**config.mk**
```make
export PLATFORM = sky130hd
export DESIGN_NAME = idecode32
export DESIGN_NICKNAME = d
export VERILOG_FILES = /design/src/rtl/minisys_pkg.sv /design/src/rtl/regfile32.sv /design/src/rtl/idecode32.sv
export SDC_FILE = /design/constraint.sdc
export NUM_CORES = 2
export LEC_CHECK = 0
export ABC_CLOCK_PERIOD_IN_PS = 5900
export CORE_ASPECT_RATIO = 1.75
export CORE_MARGIN = 2
export CORE_UTILIZATION = 50
export DETAILED_ROUTE_END_ITERATION = 8
export GPL_TIMING_DRIVEN = 0
export PLACE_DENSITY = 0.78
export SLEW_MARGIN = 40
export SYNTH_ARGS = -nofsm -noshare
export SYNTH_HDL_FRONTEND = slang
export SYNTH_HIERARCHICAL = 1
export SYNTH_SLANG_ARGS = --single-unit
```
**constraint.sdc**
```tcl
create_clock -name clock -period 5.9 [get_ports clock]
set_clock_uncertainty 0.1 [all_clocks]
set_input_delay 1.18 -clock clock [delete_from_list [all_inputs] [get_ports clock]]
set_output_delay 1.18 -clock clock [all_outputs]
set_load 0.02 [all_outputs]
```
**src/rtl/minisys_pkg.sv**
```systemverilog
// Shared decode constants for the minisys single-cycle MIPS core.
package minisys_pkg;

  localparam logic [5:0] OP_SLTIU = 6'h0B;
  localparam logic [5:0] OP_ANDI  = 6'h0C;
  localparam logic [5:0] OP_ORI   = 6'h0D;
  localparam logic [5:0] OP_XORI  = 6'h0E;

  localparam logic [4:0] REG_RA   = 5'd31;
  localparam logic [4:0] REG_ZERO = 5'd0;

  // Logical immediates and sltiu treat the 16-bit field as unsigned.
  function automatic logic op_zext(input logic [5:0] op);
    return (op == OP_ANDI) || (op == OP_ORI) || (op == OP_XORI) || (op == OP_SLTIU);
  endfunction

endpackage

```
**src/rtl/regfile32.sv**
```systemverilog
// General register file: two async read ports, one sync write port, async clear, $0 masked.
module regfile32 #(
  parameter int REG_COUNT = 32,
  parameter int DATA_W    = 32,
  parameter int AW        = $clog2(REG_COUNT)
) (
  input  logic              clk,
  input  logic              rst_n,
  input  logic              i_we,
  input  logic [AW-1:0]     i_waddr,
  input  logic [DATA_W-1:0] i_wdata,
  input  logic [AW-1:0]     i_raddr1,
  input  logic [AW-1:0]     i_raddr2,
  output logic [DATA_W-1:0] o_rdata1,
  output logic [DATA_W-1:0] o_rdata2
);

  logic [REG_COUNT-1:0][DATA_W-1:0] r_regs;

  // Index 0 is never written, so it stays at its cleared value.
  always_ff @(posedge clk or negedge rst_n) begin
    if (!rst_n) begin
      r_regs <= '0;
    end else if (i_we && (i_waddr != '0)) begin
      r_regs[i_waddr] <= i_wdata;
    end
  end

  assign o_rdata1 = (i_raddr1 == '0) ? '0 : r_regs[i_raddr1];
  assign o_rdata2 = (i_raddr2 == '0) ? '0 : r_regs[i_raddr2];

endmodule

```
**src/rtl/idecode32.sv**
```systemverilog
// Decode stage: field split, immediate extension, writeback muxing around the register file.
module idecode32
  import minisys_pkg::*;
#(
  parameter int REG_COUNT = 32,
  parameter int DATA_W    = 32
) (
  input  logic              clock,
  input  logic              reset,
  input  logic [31:0]       Instruction,
  input  logic [DATA_W-1:0] link_addr,
  input  logic [DATA_W-1:0] ALU_result,
  input  logic [DATA_W-1:0] mem_data,
  input  logic              Jal,
  input  logic              RegWrite,
  input  logic              MemtoReg,
  input  logic              RegDst,
  output logic [DATA_W-1:0] Read_data_1,
  output logic [DATA_W-1:0] Read_data_2,
  output logic [DATA_W-1:0] Sign_extend
);

  localparam int AW = $clog2(REG_COUNT);

  logic [5:0]        w_op;
  logic [4:0]        w_rs, w_rt, w_rd, w_waddr;
  logic [15:0]       w_imm;
  logic              w_we;
  logic [DATA_W-1:0] w_wdata;

  assign w_op  = Instruction[31:26];
  assign w_rs  = Instruction[25:21];
  assign w_rt  = Instruction[20:16];
  assign w_rd  = Instruction[15:11];
  assign w_imm = Instruction[15:0];

  assign Sign_extend = op_zext(w_op) ? {{(DATA_W-16){1'b0}}, w_imm}
                                     : {{(DATA_W-16){w_imm[15]}}, w_imm};

  // Jal overrides both the destination and the data source.
  assign w_we    = RegWrite | Jal;
  assign w_waddr = Jal ? REG_RA : (RegDst ? w_rd : w_rt);
  assign w_wdata = Jal ? link_addr : (MemtoReg ? mem_data : ALU_result);

  regfile32 #(
    .REG_COUNT(REG_COUNT),
    .DATA_W   (DATA_W),
    .AW       (AW)
  ) u_rf (
    .clk     (clock),
    .rst_n   (reset),
    .i_we    (w_we),
    .i_waddr (w_waddr[AW-1:0]),
    .i_wdata (w_wdata),
    .i_raddr1(w_rs[AW-1:0]),
    .i_raddr2(w_rt[AW-1:0]),
    .o_rdata1(Read_data_1),
    .o_rdata2(Read_data_2)
  );

endmodule

```
==> results.ini <==
[detailed_routing]
wire_per_inst_um = 37.00
first_pass_iters = 5
via_count = 38830
drt_wl_total_um = 204600
antenna_left = 0
drc = 0
via_per_inst = 7.022
drt_iter0_drc = 4399

[sta]
hold_violations = 0
whs_ns = 0.2206
fin_ws_ns = -0.06439
min_period_ns = 5.964
fmax_ghz = 0.1677
setup_viol = 17
post-route-period-util_pct = 101.1
rsz0062_at_grt = yes
tightestPinTransition_ns = 0.9926
report.final.slew_viol_count = 0
relSlewSlack_pct = 33.58

[die]
dieArea_um2 = 112900
num_rows = 161
die_w_um = 254.9
die_y_um = 443.1
start_util_pct = 50.27
core-area_um2 = 109600
ioPinCount = 230

[finish]
fin_util_pct = 58.06
regMostFlops = u_rf/r_regs
final_area_um2 = 63630
final_net_count = 4123
top_regs = u_rf/r_regs x1024
area_growth_syn_to_layout_pct = 15.51
drive_gt1_share_pct = 47.16
fillerInstances = 8490
largest_register_ffs = 1024

[clock_network]
clk_latency_ns = 0.71
clockBufferDepth = 3
path_clk_slew_ns = 0.06
cts_root_buf = clkbuf_16
cts_sinks = 1024
hold_buffers = 0
cts_tree = built
cts.htree.levels = 3
cts_buffers = 92

[critical_path]
rrSetupSlack_ns = 4.97
path_max_fanout = 10
worst_path_most_repeated_cell = clkdlybuf4s50_1
worst-path-buf-inv = 5
required_ns = 4.62
crit_chain = clkdlybuf4s50_1, buf_2, or3b_1, buf_1, clkbuf_2, o22ai_1, a2111oi_4, nor3_1, clkdlybuf4s50_1
critical_path.max_stage_delay_ns = 0.71
crit_path_end_kind = output pin
critPathTopFamily = buffers and inverters
r2r_start = u_rf/r_regs[575]
start_kind = primary input
r2r_end = u_rf/r_regs[575]
setup.worst_path.class = in2out
cpMaxStageDelayCell = clkdlybuf4s50_1
reg2reg_depth = 1
cp_data_arrival_time_ns = 4.68

[global_route]
grt_max_degree = 117
antenna_found_initial = 14
overflow = 0
grt_pass1_vias = 40610
grt_pass1_wl_um = 289500
grt_util_all_layers_pct = 36.79

[min_path]
hp-class = in2async

[logic_synthesis]
synthTopCellsByCount = 1024 x dfrtp_1, 930 x mux2_2, 468 x mux4_2
synth.net_count = 3790
netlist_top_cells_area = dfrtp_1 47%, mux4_2 19%, mux2_2 19%, mux2i_1 3.4%, mux2_1 2.0%
yosysMostFrequentCell = dfrtp_1
yosysWarningCount = 6
ys_async_sr_fraction_pct = 100.0
synthFlopType = dfrtp_1
yosysUniqueCellTypes = 48
ys_seq_elements = 1024
ys_seq_area_share_pct = 46.52
avgSynthCellArea_um2 = 15.07
post-synth-top-area-cell = dfrtp_1
syn_area_um2 = 55080
yosysTopAreaCellShare_pct = 46.52
synth_cells = 3656
synth_edf_count = 0

[place]
dp_hpwl_um = 149600
gp_congestion = 1.027
pre_cts_slack_ns = -0.8171
io_buffer_count = 212
place_area_um2 = 59700

[pwr]
power_density_nw_per_um2 = 347.3
ir_drop_mv = 0.2452
total_power_w = 0.02210
leakage_nw = 27.74

[outcome]
status = finished with violations
violations = setup timing

[run]
cap_viol_max_count = 0

## cell families (layout without fill, tap and decap cells)
logic type	count (synthesis)	in the layout	synth area share, %
AOI/OAI and AO/OA	298	298	4.027
xor gates and xnor gates	1	1	0.01590
buffers and inverters	458	863	4.129
DFF	1024	1024	46.52
muxes	1684	1684	43.57
other	0	2	0
and+or+nand+nor	191	191	1.742
## layout make-up
class	instances	area, um^2	share of cell area (%)
timing repair buffer	241	2620	4.118
tap	1467	1836	2.885
antenna	2	5.005	0.007865
clock inverter	26	344.1	0.5408
clock buffer	140	2769	4.352
buffer	453	2506	3.939
multi-input combinational	2174	27910	43.87
sequential	1024	25620	40.27
inverter	3	11.26	0.01770
## stage by stage
step / TNS (ns) / instances
6_report: -0.4676 / 5530
4_1_cts: -0.1230 / 5529
3_5_place_dp: -29.99 / 5358
5_1_grt: 0 / 5529
2_1_floorplan: 0 / 3656
3_3_place_gp: - / 5335
## metal layers
metal | global-route usage, % | wire length (um) | vias to the layer above
met5 | 0 | 147 | -
met4 | 30.72 | 21860 | 16
met3 | 11.29 | 22400 | 1027
met2 | 56.76 | 93810 | 2829
met1 | 41.65 | 66370 | 20150
li1 | - | - | 14810
## what timing repair did
item | in CTS | in global routing
buffers inserted | 6 | 0
resized for setup | 103 | 53
cloned | 0 | 0
setup endpoints to repair | 56 | 32
pin swaps | 3 | 8
## worst max-delay path by stage
stage	from	endpoint	slack, ns	cells past startpoint
after detailed placement	Instruction[18]	Read_data_2[7]	-0.82	10
after CTS	Instruction[19]	Read_data_2[7]	-0.12	8
after global routing	Instruction[18]	Read_data_2[27]	0.0002	11
after global placement	reset	u_rf/r_regs[104]	-42.33	1
final	Instruction[17]	Read_data_2[1]	-0.06	9
after floorplan	Instruction[18]	Read_data_2[30]	1.30	7
## report_power, final
part	switching (W)	leakage [nW]	internal, W	total, W
clock	0.00279	1.52	0.00358	0.00637
sequential	0.00132	13.3	0.00868	0.0100
combinational	0.00249	12.9	0.00323	0.00572
total	0.00661	27.7	0.0155	0.0221
## cells in the final DEF (no fill, tap or decap), drive strengths merged, types with 9 or more instances in the layout
| master | count |
|---|---|
| nor2b | 23 |
| clkdlybuf4s50 | 201 |
| a221oi | 9 |
| mux2 | 1028 |
| a2111oi | 59 |
| dfrtp | 1024 |
| a22oi | 16 |
| mux2i | 188 |
| nor3 | 53 |
| clkbuf | 361 |
| clkinv | 14 |
| mux4 | 468 |
| a22o | 48 |
| o22ai | 100 |
| a211oi | 9 |
| nand2 | 55 |
| nor2 | 24 |
| o21ai | 32 |
| buf | 260 |
Power figures use the tool's default switching activity.
